$ cat src/rtl/axi_ic_pkg.sv
// Shared definitions for the 6-way AXI interconnect channel mux and its arbiter.
// The mux decodes the same select codes the arbiter drives.
package axi_ic_pkg;

  localparam int N_MASTERS = 6;
  localparam int SEL_W     = 3;

  localparam logic [SEL_W-1:0] SEL_IDLE = 3'b111;
  localparam logic [SEL_W-1:0] SEL_ERR  = 3'b110;

  typedef enum logic [1:0] {
    IDLE  = 2'd0,
    GRANT = 2'd1,
    ERR   = 2'd2
  } arb_state_e;

endpackage

$ cat src/rtl/axi_rr_arbiter_rr_pick.sv
// Combinational round-robin priority encoder over six requesters.
// The search starts just after last_ptr and wraps modulo six.
module rr_pick
  import axi_ic_pkg::*;
(
  input  logic [N_MASTERS-1:0] req_i,
  input  logic [SEL_W-1:0]     last_ptr_i,
  output logic [SEL_W-1:0]     winner_o,
  output logic                 valid_o
);

  always_comb begin
    winner_o = '0;
    valid_o  = 1'b0;
    for (int k = 1; k <= N_MASTERS; k++) begin
      int idx;
      idx = (int'(last_ptr_i) + k) % N_MASTERS;
      if (!valid_o && req_i[idx]) begin
        valid_o  = 1'b1;
        winner_o = SEL_W'(idx);
      end
    end
  end

endmodule

$ cat src/rtl/axi_rr_arbiter.sv
// Round-robin arbiter for the shared slave-side AXI channel: sticky grants,
// watchdog eviction into a short error-pattern phase, all outputs registered.
module axi_rr_arbiter
  import axi_ic_pkg::*;
#(
  parameter int TIMEOUT  = 256,
  parameter int ERR_HOLD = 2,
  parameter int CNT_W    = 16
) (
  input  logic                 clk,
  input  logic                 rst,
  input  logic [N_MASTERS-1:0] req,
  input  logic                 done,
  output logic [SEL_W-1:0]     sel,
  output logic [N_MASTERS-1:0] grant,
  output logic                 busy,
  output logic                 timeout
);

  localparam logic [CNT_W-1:0] GRANT_LAST = CNT_W'(TIMEOUT - 1);
  localparam logic [CNT_W-1:0] ERR_LAST   = CNT_W'(ERR_HOLD - 1);
  localparam logic [SEL_W-1:0] PTR_RESET  = SEL_W'(N_MASTERS - 1);

  arb_state_e             state_q, state_d;
  logic [SEL_W-1:0]       sel_q, sel_d;
  logic [N_MASTERS-1:0]   grant_q, grant_d;
  logic                   busy_q, busy_d;
  logic                   timeout_q, timeout_d;
  logic [SEL_W-1:0]       last_ptr_q, last_ptr_d;
  logic [CNT_W-1:0]       cnt_q, cnt_d;

  logic [SEL_W-1:0]       pick_winner;
  logic                   pick_valid;

  rr_pick u_rr_pick (
    .req_i      (req),
    .last_ptr_i (last_ptr_q),
    .winner_o   (pick_winner),
    .valid_o    (pick_valid)
  );

  always_ff @(posedge clk) begin
    if (rst) begin
      state_q    <= IDLE;
      sel_q      <= SEL_IDLE;
      grant_q    <= '0;
      busy_q     <= 1'b0;
      timeout_q  <= 1'b0;
      last_ptr_q <= PTR_RESET;
      cnt_q      <= '0;
    end else begin
      state_q    <= state_d;
      sel_q      <= sel_d;
      grant_q    <= grant_d;
      busy_q     <= busy_d;
      timeout_q  <= timeout_d;
      last_ptr_q <= last_ptr_d;
      cnt_q      <= cnt_d;
    end
  end

  always_comb begin
    state_d    = state_q;
    sel_d      = sel_q;
    grant_d    = grant_q;
    busy_d     = busy_q;
    timeout_d  = 1'b0;
    last_ptr_d = last_ptr_q;
    cnt_d      = cnt_q;

    unique case (state_q)
      IDLE: begin
        if (pick_valid) begin
          state_d    = GRANT;
          sel_d      = pick_winner;
          grant_d    = N_MASTERS'(1) << pick_winner;
          busy_d     = 1'b1;
          last_ptr_d = pick_winner;
          cnt_d      = '0;
        end
      end
      GRANT: begin
        // done takes precedence over an expiring watchdog in the same cycle
        if (done) begin
          state_d = IDLE;
          sel_d   = SEL_IDLE;
          grant_d = '0;
          busy_d  = 1'b0;
          cnt_d   = '0;
        end else if (cnt_q == GRANT_LAST) begin
          state_d   = ERR;
          sel_d     = SEL_ERR;
          grant_d   = '0;
          timeout_d = 1'b1;
          cnt_d     = '0;
        end else begin
          cnt_d = cnt_q + CNT_W'(1);
        end
      end
      ERR: begin
        if (cnt_q == ERR_LAST) begin
          state_d = IDLE;
          sel_d   = SEL_IDLE;
          busy_d  = 1'b0;
          cnt_d   = '0;
        end else begin
          cnt_d = cnt_q + CNT_W'(1);
        end
      end
      default: begin
        state_d = IDLE;
        sel_d   = SEL_IDLE;
        grant_d = '0;
        busy_d  = 1'b0;
        cnt_d   = '0;
      end
    endcase
  end

  assign sel     = sel_q;
  assign grant   = grant_q;
  assign busy    = busy_q;
  assign timeout = timeout_q;

endmodule
$ cat config.mk
export PLATFORM = sky130hd
export DESIGN_NAME = axi_rr_arbiter
export DESIGN_NICKNAME = d
export VERILOG_FILES = /design/src/rtl/axi_ic_pkg.sv /design/src/rtl/axi_rr_arbiter_rr_pick.sv /design/src/rtl/axi_rr_arbiter.sv
export SDC_FILE = /design/constraint.sdc
export NUM_CORES = 1
export LEC_CHECK = 0
export BUFFER_PORTS_ARGS = -buffer_cell sky130_fd_sc_hd__buf_2
export CAP_MARGIN = 20
export CORE_UTILIZATION = 65
export CTS_BUF_LIST = sky130_fd_sc_hd__clkbuf_16
export DETAILED_ROUTE_END_ITERATION = 16
export PLACE_DENSITY = 0.83
export SYNTH_ARGS = -nofsm -noshare
export SYNTH_HDL_FRONTEND = slang
export SYNTH_SLANG_ARGS = --single-unit
$ cat constraint.sdc
create_clock -name clk -period 5.4 [get_ports clk]
set_input_delay 1.35 -clock clk [delete_from_list [all_inputs] [get_ports clk]]
set_output_delay 1.35 -clock clk [all_outputs]
set_load 0.1 [all_outputs]
==> results.cfg, run 1 <==
[critical_path]
r2r_slack_ns = 0.88
slowest_delay_ns = 0.72
path_class = flip-flop to flip-flop
r2r-start = last_ptr_q[2]
crit_chain = inv_1 > ha_1 > nand2_2 > nand2_1 > ha_1 > and2b_1 > a211oi_1 > nor4b_1 > nand4bb_1 > nand3b_1 > nor3_2 > a21oi_1 > or2_1 > a211oi_1
critical-path-top-delay-family = simple AND/OR/NAND/NOR gates
cp-start-kind = flip-flop
reg2reg_depth = 14
end_kind = flip-flop
arrival_ns = 4.72
worstPathRequired_ns = 5.59
crit_slowest_cell = dfxtp_1
rr_endpoint = cnt_q[1]
cp.depth = 14
path_max_fanout = 14
cp.buffers_inverters = 1

[floorplan]
ios = 20
initial_core_util_pct = 69.44
die-area_mm2 = 0.004287
fp.coreArea_mm2 = 0.003771
die_y_um = 65.48
rows = 22
die_x_um = 65.48

[synth]
synth.avg_cell_area_um2 = 8.083
synth-edff-count = 0
synth_flop_cell = dfxtp_1
yosysTopAreaCell = dfxtp_1
synth_top_cell_area_share_pct = 24.46
synthTopCellsByArea = dfxtp_1 (24%), ha_1 (7.2%), nand2_1 (4.9%)
synth-seq-cells = 32
ys_seq_area_share_pct = 24.46
ys_types = 70
ys_warn_count = 0
synthCells = 324
async_flop_share_pct = 0
syn_area_mm2 = 0.002619
syn-num-nets = 348

[detailed_routing]
wl_met1_um = 2976
ant_nets = 0
wl_per_cell_um = 15.78
met2WireLength_um = 2600
first_pass_iters = 7
vias_per_cell = 6.406
drtIter0Drc = 253
routed_wl_um = 6060
wl_met3_um = 370
top_layer_used = met4
vias = 2460
drc = 0

[sta]
slew_violations = 0
fin_skew_ns = 0.005307
tightest_slew_ns = 0.6368
clock.fmax_mhz = 221.0
rsz0062_at_grt = false
final-setup-viol-count = 0
tns_ns = 0
period_share_pct = 83.79
final.min_clock_period_ns = 4.524
hold_viol = 0
slew_headroom_pct = 57.49

[grt]
grt_overflow = 0
antenna_found_initial = 0
grt_use_total_pct = 31.09
grt_pass1_vias = 2188
grt_max_degree = 19
grt_first_pass_wirelength_um = 10230

[clock_tree]
htreeDepth = 2
cts_tree = yes
cts.sinks = 32
clock-root-buffer = clkbuf_16
clock_path_buffers = 2
post_cts_buffers = 0
postCtsHoldBufs = 0
clkSlewWorstSetupHoldPaths_ns = 0.05
cts_buffers = 5
cts_resized = 0
clkLatencyLatePin_ns = 0.28

[place]
port_buffers = 19
gp_congestion = 0.9067
dpl.hpwl_um = 4475

[pwr]
powerDensity_mw_per_mm2 = 713.5
vdd_drop_max_uv = 589.3
total_power_mw = 2.003
leakagePower_nw = 1.098

[final_layout]
regArea_um2 = 640.6
final_nets = 360
diodes = 0
layout-drive-gt1-share_pct = 14.29
nFillCells = 291
fin_util_pct = 74.45
multiInputGateArea_mm2 = 0.001818
areaGrowthSynthToFinish_pct = 7.214

[worst_hold_path]
whs_path_depth = 2
hold-path-endpoint = grant[1]
min-delay-start = grant[1]
hold_path_class = flip-flop to flip-flop

[run_status]
status = finished, final reports clean

[flow_run]
drv_cap = 0
-- worst register-to-register path, stage by stage, from the launching register on --
cell       delay, ns
dfxtp_1         0.72
inv_1           0.21
ha_1            0.35
nand2_2         0.19
nand2_1         0.08
ha_1            0.30
and2b_1         0.29
a211oi_1        0.15
nor4b_1         0.34
nand4bb_1       0.28
nand3b_1        0.19
nor3_2          0.51
a21oi_1         0.17
or2_1           0.41
a211oi_1        0.25
-- cells by family (layout without fill, tap and decap cells) --
group	count (synthesis)	after routing	synth area share, %
flip-flops	32	32	24.46
AND/OR/NAND/NOR	144	144	29.96
XOR/XNOR	15	15	5.734
multiplexers	11	11	4.730
adder cells (fa/ha/maj)	15	15	7.167
AO/OA/AOI/OAI	78	78	21.84
buffers and inverters	29	41	6.115
-- power by group --
group / leakage, nW / total (mW) / switching [mW] / internal [mW]
sequential: 0.260 / 0.331 / 0.0520 / 0.279
combinational: 0.766 / 1.41 / 0.922 / 0.492
clock: 0.0709 / 0.259 / 0.0939 / 0.165
total: 1.10 / 2.00 / 1.07 / 0.936
-- flip-flops by register name, indices dropped and copies added, names as in the netlist --
name and count:
busy 1, cnt_q 16, grant 6, last_ptr_q 3, sel 3, state_q 2
timeout 1
-- worst max path at each step --
| stage | start | end | slack (ns) |
|---|---|---|---|
| global placement | last_ptr_q[2] | cnt_q[1] | 1.10 |
| finish | last_ptr_q[2] | cnt_q[1] | 0.88 |
| CTS | last_ptr_q[2] | cnt_q[1] | 0.94 |
| floorplan | last_ptr_q[2] | grant[1] | 1.89 |
| detailed placement | last_ptr_q[2] | cnt_q[1] | 0.93 |
| global route | last_ptr_q[2] | cnt_q[1] | 0.53 |
-- cell type report --
class | count | share of cell area, %
inverter | 14 | 1.872
tap | 48 | 2.139
sequential | 32 | 22.82
multi-input combinational | 263 | 64.75
clock inverter | 2 | 0.3119
clock buffer | 5 | 4.456
timing repair buffer | 20 | 3.654
-- metrics by stage --
| stage | area, µm² | hold slack [ns] | setup slack [ns] | cells |
|---|---|---|---|---|
| after floorplan | 2619 | 0.4794 | 1.887 | 324 |
| after global placement | 2674 | 0.4337 | 1.098 | 377 |
| after detailed placement | 2674 | 0.4374 | 0.9334 | 377 |
| after CTS | 2808 | 0.4485 | 0.9360 | 384 |
| after global routing | 2808 | 0.4632 | 0.5340 | 384 |
| final | 2808 | 0.4439 | 0.8755 | 384 |
-- cell usage after synthesis (all sizes together), types with 3 or more instances --
master / count
o211ai: 3
nor3: 8
nand3b: 3
nand4: 5
o21bai: 3
xnor2: 9
mux2i: 9
dfxtp: 32
nand2: 36
or3: 3
o21ai: 8
nor2b: 5
and3: 5
o21a: 3
nor2: 34
xor2: 6
nand2b: 6
a211o: 5
ha: 15
inv: 14
or2: 4
nor4b: 4
o31ai: 4
nor4: 11
buf: 13
a21oi: 19
a211oi: 12
nand3: 10
-- routing by layer --
| layer | GRT usage, % | vias to the layer above |
|---|---|---|
| met1 | 44.44 | 1141 |
| met4 | 8.696 | 0 |
| li1 | - | 1214 |
| met3 | 7.986 | 15 |
| met5 | 0 | - |
| met2 | 45.62 | 90 |
-- cells in the final DEF (no fill, tap or decap), types with 9 or more instances in the layout --
cell / Yosys / routed
nand3_1: 10 / 10
a21oi_1: 18 / 18
dfxtp_1: 32 / 32
nor2_1: 34 / 34
nand2_1: 34 / 34
inv_1: 12 / 13
buf_2: 5 / 19
xnor2_1: 9 / 9
nor4_1: 10 / 10
ha_1: 15 / 15
a211oi_1: 12 / 12
Note: power is estimated with default switching activity, not from simulation.
==> run 2, diff against run 1 <==
--- a/config.mk
+++ b/config.mk
@@ -7,10 +7,10 @@
 export LEC_CHECK = 0
 export BUFFER_PORTS_ARGS = -buffer_cell sky130_fd_sc_hd__buf_2
 export CAP_MARGIN = 20
-export CORE_UTILIZATION = 65
+export CORE_UTILIZATION = 61
 export CTS_BUF_LIST = sky130_fd_sc_hd__clkbuf_16
 export DETAILED_ROUTE_END_ITERATION = 16
-export PLACE_DENSITY = 0.83
+export PLACE_DENSITY = 0.79
 export SYNTH_ARGS = -nofsm -noshare
 export SYNTH_HDL_FRONTEND = slang
 export SYNTH_SLANG_ARGS = --single-unit
==> constraint.sdc (replaced) <==
create_clock -name clk -period 4.6 [get_ports clk]
set_input_delay 1.15 -clock clk [delete_from_list [all_inputs] [get_ports clk]]
set_output_delay 1.15 -clock clk [all_outputs]
set_load 0.1 [all_outputs]
==> run 2 against run 1 <==
  * Clock-buffer cell count unchanged
  * Die area up 6.3%
  * Hold slack about the same
  * Global-route usage down 2.2 points
  * Largest cell class unchanged
  * Non-clock buffer count up 4
  * Critical path depth down 1
  * Final area up 1.5%
  * Final cell count up 1.8%
  * Clock skew about the same
==> results.cfg, run 2 (synthesized netlist as in run 1, its figures left out) <==
[run_status]
status = finished, final reports clean

[place]
port_buffers = 19
gp_congestion = 0.8799
dp_cells = 383
dpl.hpwl_um = 4497

[floorplan]
rows = 23
die_x_um = 67.52
die-area_mm2 = 0.004559
ios = 20
die_y_um = 67.52
initial_core_util_pct = 64.54
fp.coreArea_mm2 = 0.004058

[sta]
final.min_clock_period_ns = 4.176
final-setup-viol-count = 0
tns_ns = 0
fin_skew_ns = 0.004872
holdWs_ns = 0.4442
hold_viol = 0
tightest_slew_ns = 0.5731
slew_headroom_pct = 61.80
rsz0062_at_grt = false
period_share_pct = 90.78
slew_violations = 0
clock.fmax_mhz = 239.5

[worst_hold_path]
hold_path_class = flip-flop to flip-flop

[grt]
grt_max_degree = 18
antenna_found_initial = 0
grt_pass1_vias = 2166
grt_use_total_pct = 28.91
grt_first_pass_wirelength_um = 9915
grt_overflow = 0

[clock_tree]
cts_tree = yes
post_cts_buffers = 0
cts.sinks = 32
clock_path_buffers = 2
clkSlewWorstSetupHoldPaths_ns = 0.05
clkLatencyLatePin_ns = 0.28
htreeDepth = 2
clock-root-buffer = clkbuf_16
cts_buffers = 5

[detailed_routing]
routed_wl_um = 6087
vias_per_cell = 6.276
wl_per_cell_um = 15.57
ant_nets = 0
first_pass_iters = 5
drc = 0
drtIter0Drc = 196
vias = 2454

[critical_path]
end_kind = flip-flop
r2r_slack_ns = 0.42
cp-start-kind = flip-flop
rr_endpoint = cnt_q[1]
crit_end = cnt_q[1]
critPathLaunch = last_ptr_q[1]
r2r-start = last_ptr_q[1]
path_max_fanout = 12
path_class = flip-flop to flip-flop
worstPathRequired_ns = 4.77
reg2reg_depth = 13
arrival_ns = 4.35

[final_layout]
final_nets = 364
layout-drive-gt1-share_pct = 14.96
nFillCells = 339
fin_cells = 391
diodes = 0
regMostFlops = cnt_q
mostFrequentLayoutCells = nand2_1 (34), nor2_1 (34), dfxtp_1 (32), buf_2 (19), a21oi_1 (18)
areaGrowthSynthToFinish_pct = 8.791
largest_register_ffs = 16

[pwr]
switching_share_pct = 52.76
switchingPower_mw = 1.252
vdd_drop_max_uv = 529.6
leakagePower_nw = 1.123
powerDensity_mw_per_mm2 = 833.0
seqPwrFrac_pct = 15.1
clock_power_share_pct = 12.9
p_int_mw = 1.121
pwr-share-comb_pct = 72.0

[flow_run]
drv_cap = 0
## run 2: cell count changes in the layout (fill, tap and decap cells not counted), sizes merged
cell / change
buf: +4
inv: +1
## run 2: cell type report
| cell class | count | area, µm² | share of cell area [%] |
|---|---|---|---|
| Tap cell | 50 | 62.56 | 2.196 |
| Sequential cell | 32 | 640.6 | 22.49 |
| Clock inverter | 3 | 11.26 | 0.3953 |
| Clock buffer | 5 | 125.1 | 4.392 |
| Inverter | 14 | 52.55 | 1.845 |
| Timing Repair Buffer | 24 | 132.6 | 4.655 |
| Multi-Input combinational cell | 263 | 1824 | 64.03 |
## run 2: metrics by stage
stage                     setup slack [ns]  util (%)  instance area, µm²  total power, mW
after CTS                           0.3229     70.06                2843            2.341
after global placement              0.4759     66.70                2706            1.996
after global routing                0.1012     70.21                2849            2.546
after detailed placement            0.4106     66.70                2706            2.024
after floorplan                      1.087         -                2619            1.754
final                               0.4242     70.21                2849            2.373
## run 2: what timing repair did
item,in CTS,in global routing
hold endpoints to repair,0,0
setup endpoints to repair,0,1
hold buffers,0,0
resized for setup,0,1
## run 2: worst min-delay path by stage
stage                   start         to  depth (start not counted)  slack [ns]
detailed placement   grant[0]   grant[0]                          2        0.44
finish               grant[0]   grant[0]                          2        0.44
CTS                  grant[0]   grant[0]                          2        0.44
global route         grant[3]   grant[3]                          2        0.46
global placement     grant[1]   grant[1]                          2        0.44
floorplan           cnt_q[15]  cnt_q[15]                          2        0.48
## run 2: per-layer routing
metal | track usage, % | vias to the layer above | share of wire, %
met5 | 0 | - | 0
met4 | 7.181 | 0 | 1.0
li1 | - | 1218 | -
met1 | 42.78 | 1134 | 50
met2 | 41.83 | 94 | 41
met3 | 6.081 | 8 | 7.6
## run 2: worst max-delay path: stages, from the launching register on
cell and delay [ns]:
dfxtp_1 0.46, ha_1 0.47, xor2_4 0.22, inv_2 0.06, ha_1 0.27, and2b_1 0.29
a211oi_1 0.14, nor4b_1 0.39, nand4bb_1 0.30, nand3b_1 0.22, nor3_4 0.38, a21oi_1 0.16
or2_1 0.40, a211oi_1 0.31
## run 2: power groups by stage
stage	Combinational [mW]	Sequential (mW)	Clock, mW
2_1_floorplan	1.23	0.525	0
3_3_place_gp	1.63	0.362	0
6_report	1.71	0.359	0.306
3_5_place_dp	1.66	0.363	0
4_1_cts	1.67	0.358	0.309
5_1_grt	1.87	0.364	0.317
==> run 3, diff against run 2 <==
--- a/config.mk
+++ b/config.mk
@@ -7,10 +7,10 @@
 export LEC_CHECK = 0
 export BUFFER_PORTS_ARGS = -buffer_cell sky130_fd_sc_hd__buf_2
 export CAP_MARGIN = 20
-export CORE_UTILIZATION = 61
-export CTS_BUF_LIST = sky130_fd_sc_hd__clkbuf_16
+export CORE_UTILIZATION = 63
+export CTS_BUF_LIST = sky130_fd_sc_hd__clkbuf_2 sky130_fd_sc_hd__clkbuf_4 sky130_fd_sc_hd__clkbuf_8
 export DETAILED_ROUTE_END_ITERATION = 16
-export PLACE_DENSITY = 0.79
+export PLACE_DENSITY = 0.81
 export SYNTH_ARGS = -nofsm -noshare
 export SYNTH_HDL_FRONTEND = slang
 export SYNTH_SLANG_ARGS = --single-unit
==> run 3 against run 2 <==
  * Power down 2.9%
  * Register-to-register slack better by 0.15 ns
  * Highest routed layer unchanged
  * Critical path depth unchanged
  * Largest cell class unchanged
  * Largest power group unchanged
==> results.cfg, run 3 (synthesized netlist as in run 1, its figures left out) <==
[sta]
worst_slack_ns = 0.5725
tightest_slew_ns = 0.6471
fin_skew_ns = 0.005114
period_share_pct = 87.55
slew_violations = 0
clock.fmax_mhz = 248.3
tns_ns = 0
final.min_clock_period_ns = 4.027
final-setup-viol-count = 0
rsz0062_at_grt = false
slew_headroom_pct = 56.86
hold_viol = 0

[detailed_routing]
vias = 2453
ant_nets = 0
first_pass_iters = 6
wl_per_cell_um = 15.30
vias_per_cell = 6.306
routed_wl_um = 5953
drtIter0Drc = 212
drc = 0

[pwr]
vdd_drop_max_uv = 577.0
total_power_mw = 2.303
powerDensity_mw_per_mm2 = 821.8
leakagePower_nw = 1.091

[place]
dp_cells = 381
post-place-ws_ns = 0.4935
dpl.hpwl_um = 4393
port_buffers = 19
gp_congestion = 0.8759

[critical_path]
reg2reg_depth = 13
cp-start-kind = flip-flop
path_class = flip-flop to flip-flop
arrival_ns = 4.18
worstPathRequired_ns = 4.75
end_kind = flip-flop
path_max_fanout = 10

[floorplan]
fp.coreArea_mm2 = 0.004000
die_x_um = 66.47
initial_core_util_pct = 65.47
die_y_um = 66.47
die-area_mm2 = 0.004418
rows = 23
ios = 20

[run_status]
status = finished, final reports clean

[clock_tree]
clock-root-buffer = clkbuf_8
cts_tree = yes
postCtsHoldBufs = 0
htreeDepth = 2
post_cts_buffers = 0
clock_path_buffers = 2
clkSlewWorstSetupHoldPaths_ns = 0.07
cts_buffers = 5
cts.sinks = 32
cts_resized = 0
clkLatencyLatePin_ns = 0.29

[worst_hold_path]
whs_path_depth = 2
hold_path_class = flip-flop to flip-flop

[final_layout]
mostFrequentLayoutCells = nand2_1 (34), nor2_1 (34), dfxtp_1 (32), buf_2 (19), a21oi_1 (18)
layout-drive-gt1-share_pct = 15.34
fin_cells = 389
diodes = 0
largest_register_ffs = 16
regMostFlops = cnt_q
areaGrowthSynthToFinish_pct = 7.023
final_nets = 362
nFillCells = 314

[grt]
grt_max_degree = 19
antenna_found_initial = 0
grt_use_total_pct = 29.14
grt_overflow = 0
grt_first_pass_wirelength_um = 9825
grt_pass1_vias = 2154

[flow_run]
drv_cap = 0
-- run 3: area by class of cell --
type                       instances  area [µm²]  share of cell area [%]
clock inverter                     3       42.54                   1.518
clock buffer                       5       68.82                   2.455
inverter                          14       52.55                   1.875
multi-input combinational        263        1818                   64.87
timing repair buffer              22       117.6                   4.196
tap                               50       62.56                   2.232
sequential                        32       640.6                   22.86
-- run 3: layer usage --
| metal | share of wire (%) | GRT usage [%] |
|---|---|---|
| met5 | 0 | 0 |
| met4 | 1.3 | 9.043 |
| met3 | 7.3 | 5.822 |
| met2 | 42 | 41.71 |
| met1 | 50 | 43.23 |
-- run 3: path summary, 6_finish.rpt --
check | start | endpoint | slack [ns]
worst max-delay path | last_ptr_q[1] | grant[1] | 0.57
worst min-delay path | grant[2] | grant[2] | 0.45
worst max register to register | last_ptr_q[1] | grant[1] | 0.57
worst min register to register | grant[2] | grant[2] | 0.45
-- run 3: worst max-delay path: stages (launching register included) --
cell and delay, ns:
dfxtp_1 0.46, ha_1 0.48, xor2_4 0.22, inv_2 0.06
ha_1 0.28, and2b_1 0.29, o21bai_1 0.09, a222oi_1 0.47
nand4bb_1 0.31, and3_1 0.29, o41ai_1 0.40, o2bb2ai_1 0.29
nand2b_1 0.19, o31ai_1 0.07
-- run 3: power by group --
part / switching (mW) / leakage [nW] / internal [mW] / total [mW]
Sequential: 0.0303 / 0.260 / 0.327 / 0.357
Clock: 0.109 / 0.0541 / 0.160 / 0.269
Combinational: 1.09 / 0.776 / 0.585 / 1.68
-- run 3: per-stage QoR --
step | utilization, % | hold WS, ns | area, µm²
2_1_floorplan | - | 0.4794 | 2619
3_3_place_gp | 67.28 | 0.4429 | 2691
3_5_place_dp | 67.28 | 0.4429 | 2691
4_1_cts | 70.07 | 0.4526 | 2803
5_1_grt | 70.07 | 0.4694 | 2803
6_report | 70.07 | 0.4486 | 2803
